### src/rtl/duck_round_ctrl_pkg.sv
// rtl/duck_round_ctrl_pkg.sv - shared state type, widths and defaults for the Duck Hunt round controller
// FLASH_BLANK_EN widens the state type to hold the BLANK state.
package duck_round_ctrl_pkg;

    localparam int SHELL_W = 2;
    localparam int DUCK_W  = 4;

    localparam int DEF_SHELLS          = 3;
    localparam int DEF_DUCKS_PER_ROUND = 10;
    localparam int DEF_HIT_WINDOW      = 4;
    localparam int DEF_FLY_TIMEOUT     = 1000000;

`ifdef FLASH_BLANK_EN
    typedef enum logic [3:0] {
        ST_IDLE   = 4'd0,
        ST_LAUNCH = 4'd1,
        ST_FLY    = 4'd2,
        ST_FLASH  = 4'd3,
        ST_HIT    = 4'd4,
        ST_ESCAPE = 4'd5,
        ST_NEXT   = 4'd6,
        ST_DONE   = 4'd7,
        ST_BLANK  = 4'd8
    } round_state_e;
`else
    typedef enum logic [2:0] {
        ST_IDLE   = 3'd0,
        ST_LAUNCH = 3'd1,
        ST_FLY    = 3'd2,
        ST_FLASH  = 3'd3,
        ST_HIT    = 3'd4,
        ST_ESCAPE = 3'd5,
        ST_NEXT   = 3'd6,
        ST_DONE   = 3'd7
    } round_state_e;
`endif

    function automatic int cnt_width(input int n);
        return (n > 1) ? $clog2(n) : 1;
    endfunction

endpackage

### src/rtl/duck_fly_timer.sv
// rtl/duck_fly_timer.sv - FLY_TIMEOUT countdown with clear, freeze (enable) and done
// Saturates at zero so a frozen-then-resumed duck still reports done.
module duck_fly_timer
    import duck_round_ctrl_pkg::*;
#(
    parameter int TIMEOUT = DEF_FLY_TIMEOUT
) (
    input  logic clk,
    input  logic reset,
    input  logic clear_i,
    input  logic en_i,
    output logic done_o
);

    localparam int           W    = cnt_width(TIMEOUT);
    localparam logic [W-1:0] LOAD = W'(TIMEOUT - 1);

    logic [W-1:0] cnt_q;

    always_ff @(posedge clk or posedge reset) begin
        if (reset) begin
            cnt_q <= LOAD;
        end else if (clear_i) begin
            cnt_q <= LOAD;
        end else if (en_i && (cnt_q != '0)) begin
            cnt_q <= cnt_q - W'(1);
        end
    end

    assign done_o = (cnt_q == '0);

endmodule

### src/rtl/duck_round_ctrl.sv
// rtl/duck_round_ctrl.sv - Duck Hunt round sequencer driving the firing FSM leave input
// FLASH_BLANK_EN inserts a one-cycle black frame before each flash to catch aimed-at-lamp cheats.
module duck_round_ctrl
    import duck_round_ctrl_pkg::*;
#(
    parameter int SHELLS          = DEF_SHELLS,
    parameter int DUCKS_PER_ROUND = DEF_DUCKS_PER_ROUND,
    parameter int HIT_WINDOW      = DEF_HIT_WINDOW,
    parameter int FLY_TIMEOUT     = DEF_FLY_TIMEOUT
) (
    input  logic               clk,
    input  logic               reset,
    input  logic               start,
    input  logic               shot_pulse,
    input  logic               light_sense,
    output logic               gun_leave,
    output logic               duck_launch,
    output logic               duck_hit,
    output logic               duck_escape,
    output logic               flash_req,
    output logic               blank_req,
    output logic [SHELL_W-1:0] shells_left,
    output logic [DUCK_W-1:0]  duck_idx,
    output logic [DUCK_W-1:0]  hits,
    output logic               round_done
);

    localparam int                 WIN_W      = cnt_width(HIT_WINDOW);
    localparam logic [WIN_W-1:0]   WIN_LAST   = WIN_W'(HIT_WINDOW - 1);
    localparam logic [SHELL_W-1:0] SHELL_INIT = SHELL_W'(SHELLS);
    localparam logic [DUCK_W-1:0]  LAST_DUCK  = DUCK_W'(DUCKS_PER_ROUND - 1);

    round_state_e       state_q;
    logic               gun_leave_q;
    logic               duck_launch_q;
    logic               duck_hit_q;
    logic               duck_escape_q;
    logic               flash_req_q;
    logic               round_done_q;
    logic [SHELL_W-1:0] shells_left_q;
    logic [DUCK_W-1:0]  duck_idx_q;
    logic [DUCK_W-1:0]  hits_q;
    logic [WIN_W-1:0]   win_q;
    logic               hit_latch_q;
    logic               fly_done;
    logic               hit_now;

    duck_fly_timer #(.TIMEOUT(FLY_TIMEOUT)) u_fly_timer (
        .clk     (clk),
        .reset   (reset),
        .clear_i (state_q == ST_LAUNCH),
        .en_i    (state_q == ST_FLY),
        .done_o  (fly_done)
    );

`ifdef FLASH_BLANK_EN
    logic cheat_q;
    logic blank_req_q;
    // Light seen on the black frame means the gun is pointed at a lamp, not the target.
    assign hit_now   = (hit_latch_q | light_sense) & ~cheat_q;
    assign blank_req = blank_req_q;
`else
    assign hit_now   = hit_latch_q | light_sense;
    assign blank_req = 1'b0;
`endif

    always_ff @(posedge clk or posedge reset) begin
        if (reset) begin
            state_q       <= ST_IDLE;
            gun_leave_q   <= 1'b1;
            duck_launch_q <= 1'b0;
            duck_hit_q    <= 1'b0;
            duck_escape_q <= 1'b0;
            flash_req_q   <= 1'b0;
            round_done_q  <= 1'b0;
            shells_left_q <= '0;
            duck_idx_q    <= '0;
            hits_q        <= '0;
            win_q         <= '0;
            hit_latch_q   <= 1'b0;
`ifdef FLASH_BLANK_EN
            cheat_q       <= 1'b0;
            blank_req_q   <= 1'b0;
`endif
        end else begin
            duck_launch_q <= 1'b0;
            duck_hit_q    <= 1'b0;
            duck_escape_q <= 1'b0;
`ifdef FLASH_BLANK_EN
            blank_req_q   <= 1'b0;
`endif
            case (state_q)
                ST_IDLE, ST_DONE: begin
                    if (start) begin
                        state_q       <= ST_LAUNCH;
                        hits_q        <= '0;
                        duck_idx_q    <= '0;
                        duck_launch_q <= 1'b1;
                        shells_left_q <= SHELL_INIT;
                        gun_leave_q   <= 1'b0;
                        round_done_q  <= 1'b0;
                    end
                end
                ST_LAUNCH: begin
                    state_q <= ST_FLY;
                end
                ST_FLY: begin
                    // A shot in the timeout cycle still earns its flash.
                    if (shot_pulse) begin
                        shells_left_q <= shells_left_q - SHELL_W'(1);
                        hit_latch_q   <= 1'b0;
                        win_q         <= '0;
`ifdef FLASH_BLANK_EN
                        state_q       <= ST_BLANK;
                        blank_req_q   <= 1'b1;
`else
                        state_q       <= ST_FLASH;
                        flash_req_q   <= 1'b1;
`endif
                    end else if (fly_done) begin
                        state_q       <= ST_ESCAPE;
                        duck_escape_q <= 1'b1;
                    end
                end
`ifdef FLASH_BLANK_EN
                ST_BLANK: begin
                    cheat_q     <= light_sense;
                    state_q     <= ST_FLASH;
                    flash_req_q <= 1'b1;
                end
`endif
                ST_FLASH: begin
                    if (win_q == WIN_LAST) begin
                        flash_req_q <= 1'b0;
                        if (hit_now) begin
                            state_q    <= ST_HIT;
                            duck_hit_q <= 1'b1;
                            hits_q     <= hits_q + DUCK_W'(1);
                        end else if (shells_left_q == '0) begin
                            state_q       <= ST_ESCAPE;
                            duck_escape_q <= 1'b1;
                        end else begin
                            state_q <= ST_FLY;
                        end
                    end else begin
                        win_q       <= win_q + WIN_W'(1);
                        hit_latch_q <= hit_latch_q | light_sense;
                    end
                end
                ST_HIT, ST_ESCAPE: begin
                    state_q     <= ST_NEXT;
                    gun_leave_q <= 1'b1;
                end
                ST_NEXT: begin
                    if (duck_idx_q == LAST_DUCK) begin
                        state_q      <= ST_DONE;
                        round_done_q <= 1'b1;
                    end else begin
                        state_q       <= ST_LAUNCH;
                        duck_idx_q    <= duck_idx_q + DUCK_W'(1);
                        duck_launch_q <= 1'b1;
                        shells_left_q <= SHELL_INIT;
                        gun_leave_q   <= 1'b0;
                    end
                end
                default: begin
                    state_q     <= ST_IDLE;
                    gun_leave_q <= 1'b1;
                end
            endcase
        end
    end

    assign gun_leave   = gun_leave_q;
    assign duck_launch = duck_launch_q;
    assign duck_hit    = duck_hit_q;
    assign duck_escape = duck_escape_q;
    assign flash_req   = flash_req_q;
    assign shells_left = shells_left_q;
    assign duck_idx    = duck_idx_q;
    assign hits        = hits_q;
    assign round_done  = round_done_q;

endmodule

### config.mk
export PLATFORM = sky130hd
export DESIGN_NAME = duck_round_ctrl
export DESIGN_NICKNAME = d
export VERILOG_FILES = /design/src/rtl/duck_round_ctrl_pkg.sv /design/src/rtl/duck_fly_timer.sv /design/src/rtl/duck_round_ctrl.sv
export SDC_FILE = /design/constraint.sdc
export NUM_CORES = 1
export LEC_CHECK = 0
export ABC_AREA = 1
export BUFFER_PORTS_ARGS = -buffer_cell sky130_fd_sc_hd__buf_2
export CORE_AREA = 2 2 91 127
export DETAILED_ROUTE_END_ITERATION = 12
export DIE_AREA = 0 0 93 129
export SYNTH_ARGS = -nofsm -noshare
export SYNTH_HDL_FRONTEND = slang
export SYNTH_SLANG_ARGS = --single-unit
export TNS_END_PERCENT = 30
### constraint.sdc
create_clock -name clk -period 3.45 [get_ports clk]
set_input_delay 0.345 -clock clk [delete_from_list [all_inputs] [get_ports clk]]
set_output_delay 0.345 -clock clk [all_outputs]
set_load 0.05 [all_outputs]
**After elaboration in Yosys (flattened, before gate mapping)**

Cells that the tools add are included.

- Bits in registers: 42
- Latch bits: 0
- Memory bits (writable): 0
- Memory bits (read-only): 0
- Input bits: 5
- Output and inout port bits: 17
- Logic and storage cells: 103
- Memories kept: 0

- Add/sub/neg operators: 5
- Multipliers: 0
- Div/mod/pow operators: 0
- Magnitude comparators: 0
- Equal/unequal tests: 17
- Shift-type cells: 0
- Muxes and demuxes: 46
- Bitwise operators: 1
- Reductions and logical operators: 21

Operators by type and width:

| cell | count |
|---|---|
| 20-bit 2-to-1 mux | 2 |
| 3-bit 2-to-1 mux | 7 |
| 20-bit zero test | 1 |
| 20-bit nonzero test | 1 |
| 20-bit by 1-bit subtractor with 20-bit output (second input constant) | 1 |
| 3-bit one-hot mux with 6 select lines | 1 |
| 3-bit AND reduction | 6 |
| 1-bit 2-to-1 mux | 17 |
| 4-bit 2-to-1 mux | 4 |
| 4-bit one-hot mux with 2 select lines | 2 |
| 2-bit != test (second input constant) | 7 |
| 3-bit == test (second input constant) | 4 |
| 2-bit 2-to-1 mux | 5 |
| 1-bit one-hot mux with 2 select lines | 5 |
| 4-bit by 1-bit adder with 4-bit output (second input constant) | 2 |
| 4-bit AND reduction | 2 |
| 2-bit nonzero test | 4 |
| 3-bit by 2-bit == test with 1-bit output (second input constant) | 2 |
| 2-bit one-hot mux with 3 select lines | 1 |
| 3-bit nonzero test | 2 |
| 4-bit == test (second input constant) | 1 |
| 2-bit one-hot mux with 2 select lines | 1 |
| 2-bit OR reduction | 2 |
| 3-bit by 1-bit == test with 1-bit output (second input constant) | 1 |
| 9 further kinds | 9 |

**Depth between registers and ports, before layout**

- Word-level depth: 5
- Mapped depth: 12
- Depth with buffers taken out: 11

**Hierarchy**

Synthesis repeated with hierarchy kept, for this count alone.

- Cell total of the unflattened synthesis: 387
- Area, all modules: 2761.4 um^2

By module, submodules not included:

| module | times used | cells each | area an instance (um^2) |
|---|---|---|---|
| duck_fly_timer | 1 | 228 | 1511.4 |
| duck_round_ctrl | 1 | 159 | 1249.9 |

**Worst setup path before layout**

OpenSTA, ideal clock, no wires.

- Path kind: register to register
- From: reg duck_idx_q[1], in the netlist duck_idx[1]
- To: reg duck_idx_q[2], in the netlist duck_idx[2]
- Library setup time: 76 ps
- Arrival: 1516 ps
- Required time: 3374 ps
- Path slack: 1857 ps
- Cell stages (with the launch flop): 10
- Path buffers: 0
- Period minus slack after synthesis: 1593 ps
- Cells stage by stage: dfrtp_1 -> inv_1 -> ha_1 -> nand3_1 -> nor2_1 -> inv_1 -> nand2_1 -> nor2_4 -> nand2_1 -> o21ai_1

- Longest elaborated chain between the ends: 3

RTL lines:

| what | line | source |
|---|---|---|
| from (decl) | duck_round_ctrl.sv:41 | `logic [DUCK_W-1:0] duck_idx_q;` |
| from (signal assigned) | duck_round_ctrl.sv:160 | `duck_idx_q <= duck_idx_q + DUCK_W'(1);` |
| 4-bit by 1-bit adder with 4-bit output or 4-bit == test (tied branches) | duck_round_ctrl.sv:160, duck_round_ctrl.sv:155 |  |
| 4-bit 2-to-1 mux or 2-bit != test (tied branches) | - |  |
| 4-bit one-hot mux with 2 select lines or 3-bit AND reduction (tied branches) | - |  |

Several ways; a longest one is shown, not always the timed one. The select of a mux whose other input is x is not followed.
A chain may end at the register's enable or synchronous reset.

**Final worst setup path**

- From: reg u_fly_timer.cnt_q[0]
- To: reg u_fly_timer.cnt_q[6]

- Longest elaborated chain between the ends: 3

RTL lines:

| what | line | source |
|---|---|---|
| from (decl) | duck_fly_timer.sv:18 | `logic [W-1:0] cnt_q;` |
| from (signal assigned) | duck_fly_timer.sv:26 | `cnt_q <= cnt_q - W'(1);` |
| 20-bit by 1-bit subtractor with 20-bit output or 20-bit nonzero test (tied branches) | duck_fly_timer.sv:26, duck_fly_timer.sv:25 |  |
| 20-bit 2-to-1 mux or 1-bit logical AND (tied branches) | duck_fly_timer.sv:25 | `end else if (en_i && (cnt_q != '0)) begin` |
| 20-bit 2-to-1 mux or 2-bit nonzero test (tied branches) | - |  |

Several ways; a longest one is shown, not always the timed one. The select of a mux whose other input is x is not followed.

==> metrics.yaml <==
required_ps: 3620
slew_headroom: 0.635
worstPathArrival_ps: 2050
rows: 45
register_area_um2: 1070
synth_edf_count: 0
power.density_nw_per_um2: 966
place.gp.congestion: 0.847
setup_violations: 0
grt_max_degree: 43
power_switching_mw: 1.47
clock_latency_ps: 290
area_growth_pct: 14.8
synth.distinct_cells: 30
hpwl_um: 4610
antenna_found_initial: 0
yosys-top-cells-count: "nand2_1, nor2_1, inv_1"
vias_per_cell: 4.49
seq_area_frac_synth: 0.403
postCtsResizedCells: 0
drtIter0Drc: 141
tightest_slew_ps: 548
cts.sinks: 42
pwr-share-clk: 0.163
synth_top_family_by_area: "simple AND/OR/NAND/NOR gates"
intPower_mw: 1.46
fin_nets: 405
synth-main-ff-cell: "dfrtp_1"
drt_wl_total_um: 6150
cts_buffer_depth: 2
layout-drive-gt1-share: 0.173
grt_pass1_wl_um: 10700
yosysTopAreaCell: "dfrtp_1"
yosys.area_share.xor_xnor: 0.0231
rr_worst_depth: 11
synth_cells: 370
rsz0062_at_grt: "no"
drv_cap: 0
final_area_um2: 3040
cts_root_buffer: "clkbuf_16"
synth.area.top_cells: "dfrtp_1, nand2_1, dfstp_2, nand3_1, nor2_1"
avgSynthCellArea_um2: 7.16
leakage_nw: 1.56
die_area_um2: 12000
start_util: 0.245
cp_max_fo: 25
die_w_um: 93
io_buffers: 20
fin_tns_setup_ps: 0
min_period_ps: 1880
endpoint_kind: "flip-flop"
fillers: 1175
clk_pin_slew_ps: 60
worstSetupPathType: "flip-flop to flip-flop"
grt_overflow_total: 0
drtPass1Iterations: 6
synth_mux_area_frac: 0
die_h_um: 129
synth_compound_area_frac: 0.0727
cts_tree: "yes"
synth_async_sr_flop_share: 1.00
place_area_um2: 2890
hold_class: "input port to async pin"
vdd_drop_max_mv: 0.458
grt_util_all_layers: 0.110
synthAdderAreaFrac: 0.0331
status: "completed"
synthesis.area_um2: 2650
multi_input_area_um2: 1370
ant_nets: 0
finalClockSkew_ps: 6.21
yosysWarnings: 0
core_area_um2: 10800
syn_nets: 382
ys_ff_latch: 42
cts_hold_buf: 0
vias: 2404
htreeDepth: 2
slew_violations: 0
fmax_mhz: 532
routedWlPerCell_um: 11.5
drc: 0
finalHoldViolations: 0
io_pins: 22
grt_pass1_vias: 2382
start_kind: "flip-flop"
yosysMostFrequentCell: "nand2_1"
final.period_utilization: 0.545
post_cts_buffers: 0
synth-simple-area-share: 0.387
synth_top_cell_area_share: 0.274
switching_share: 0.502
p_seq_frac: 0.311
antennaDiodeCount: 0
combinationalPowerShare: 0.525
cts_buffers: 5
path summary, 6_finish.rpt:
path,from,to,slack (ps)
setup / recovery,u_fly_timer.cnt_q[0],u_fly_timer.cnt_q[6],1570
hold / removal,reset,duck_launch,170
setup reg to reg,u_fly_timer.cnt_q[0],u_fly_timer.cnt_q[6],1570
hold reg to reg,win_q[1],win_q[1],490
max in group asynchronous,reset,u_fly_timer.cnt_q[18],2880
min in group clk,shot_pulse,flash_req,410
registers in the layout (all words and copies together) (netlist names):
| register | flops |
|---|---|
| flash_req | 1 |
| shells_left | 2 |
| duck_escape | 1 |
| hit_latch_q | 1 |
| win_q | 2 |
| duck_idx | 4 |
| u_fly_timer.cnt_q | 20 |
| state_q | 3 |
| hits | 4 |
| gun_leave | 1 |
| round_done | 1 |
| duck_hit | 1 |
| duck_launch | 1 |
placed cells by master (no fill, tap or decap), types with 6 or more instances in the layout:
master   instances
ha_1             7
buf_2           20
inv_1           39
nand2_1        119
nor2_1          50
o21ai_1          9
o21ai_0         10
xor2_1           6
nand3_1         39
dfrtp_1         29
o21ai_2          8
dfstp_2         13
power by group through the flow:
stage | Sequential (mW) | Clock (mW) | Combinational, mW
final | 0.915 | 0.480 | 1.54
after global placement | 0.912 | 0 | 1.51
after CTS | 0.912 | 0.493 | 1.55
after floorplan | 0.995 | 0 | 1.15
after detailed placement | 0.920 | 0 | 1.54
after global routing | 0.943 | 0.512 | 1.75
layout make-up:
class / instances / share of cell area
sequential: 42 / 0.351
timing repair buffer: 22 / 0.0378
clock inverter: 1 / 0.00165
multi-input combinational: 278 / 0.450
tap: 141 / 0.0580
inverter: 44 / 0.0543
clock buffer: 7 / 0.0469
worst max-delay path: stages, from the launching register on:
cell and delay, ps:
dfstp_2 380, inv_1 170, ha_1 180, inv_1 40, nor2_1 80, nand2_1 70, nor2_2 130, nand3_4 110
nand2_4 180, nand2_4 220, nand2_1 150, o21ai_2 60
metal layers:
metal	GRT usage	vias up	wire length, µm
li1	-	1211	-
met4	0.0562	0	233
met5	0	-	0
met2	0.210	50	3300
met3	0.0199	20	169
met1	0.113	1123	2450
kinds of logic after synthesis:
logic type	count (synthesis)
buffers and inverters	50
adders and majority gates	7
xor gates and xnor gates	7
DFF	42
AOI/OAI and AO/OA	31
other	1
and+or+nand+nor	232
metrics by stage:
step | hold WS (ps) | util | setup WS [ps] | cells | total power [mW]
floorplan | 446 | - | 1860 | 370 | 2.15
global placement | 460 | 0.268 | 1650 | 527 | 2.42
detailed placement | 477 | 0.268 | 1580 | 527 | 2.46
CTS | 211 | 0.281 | 1580 | 535 | 2.96
global route | 252 | 0.281 | 1410 | 535 | 3.21
finish | 170 | 0.281 | 1570 | 535 | 2.94
Power figures use the tool's default switching activity.
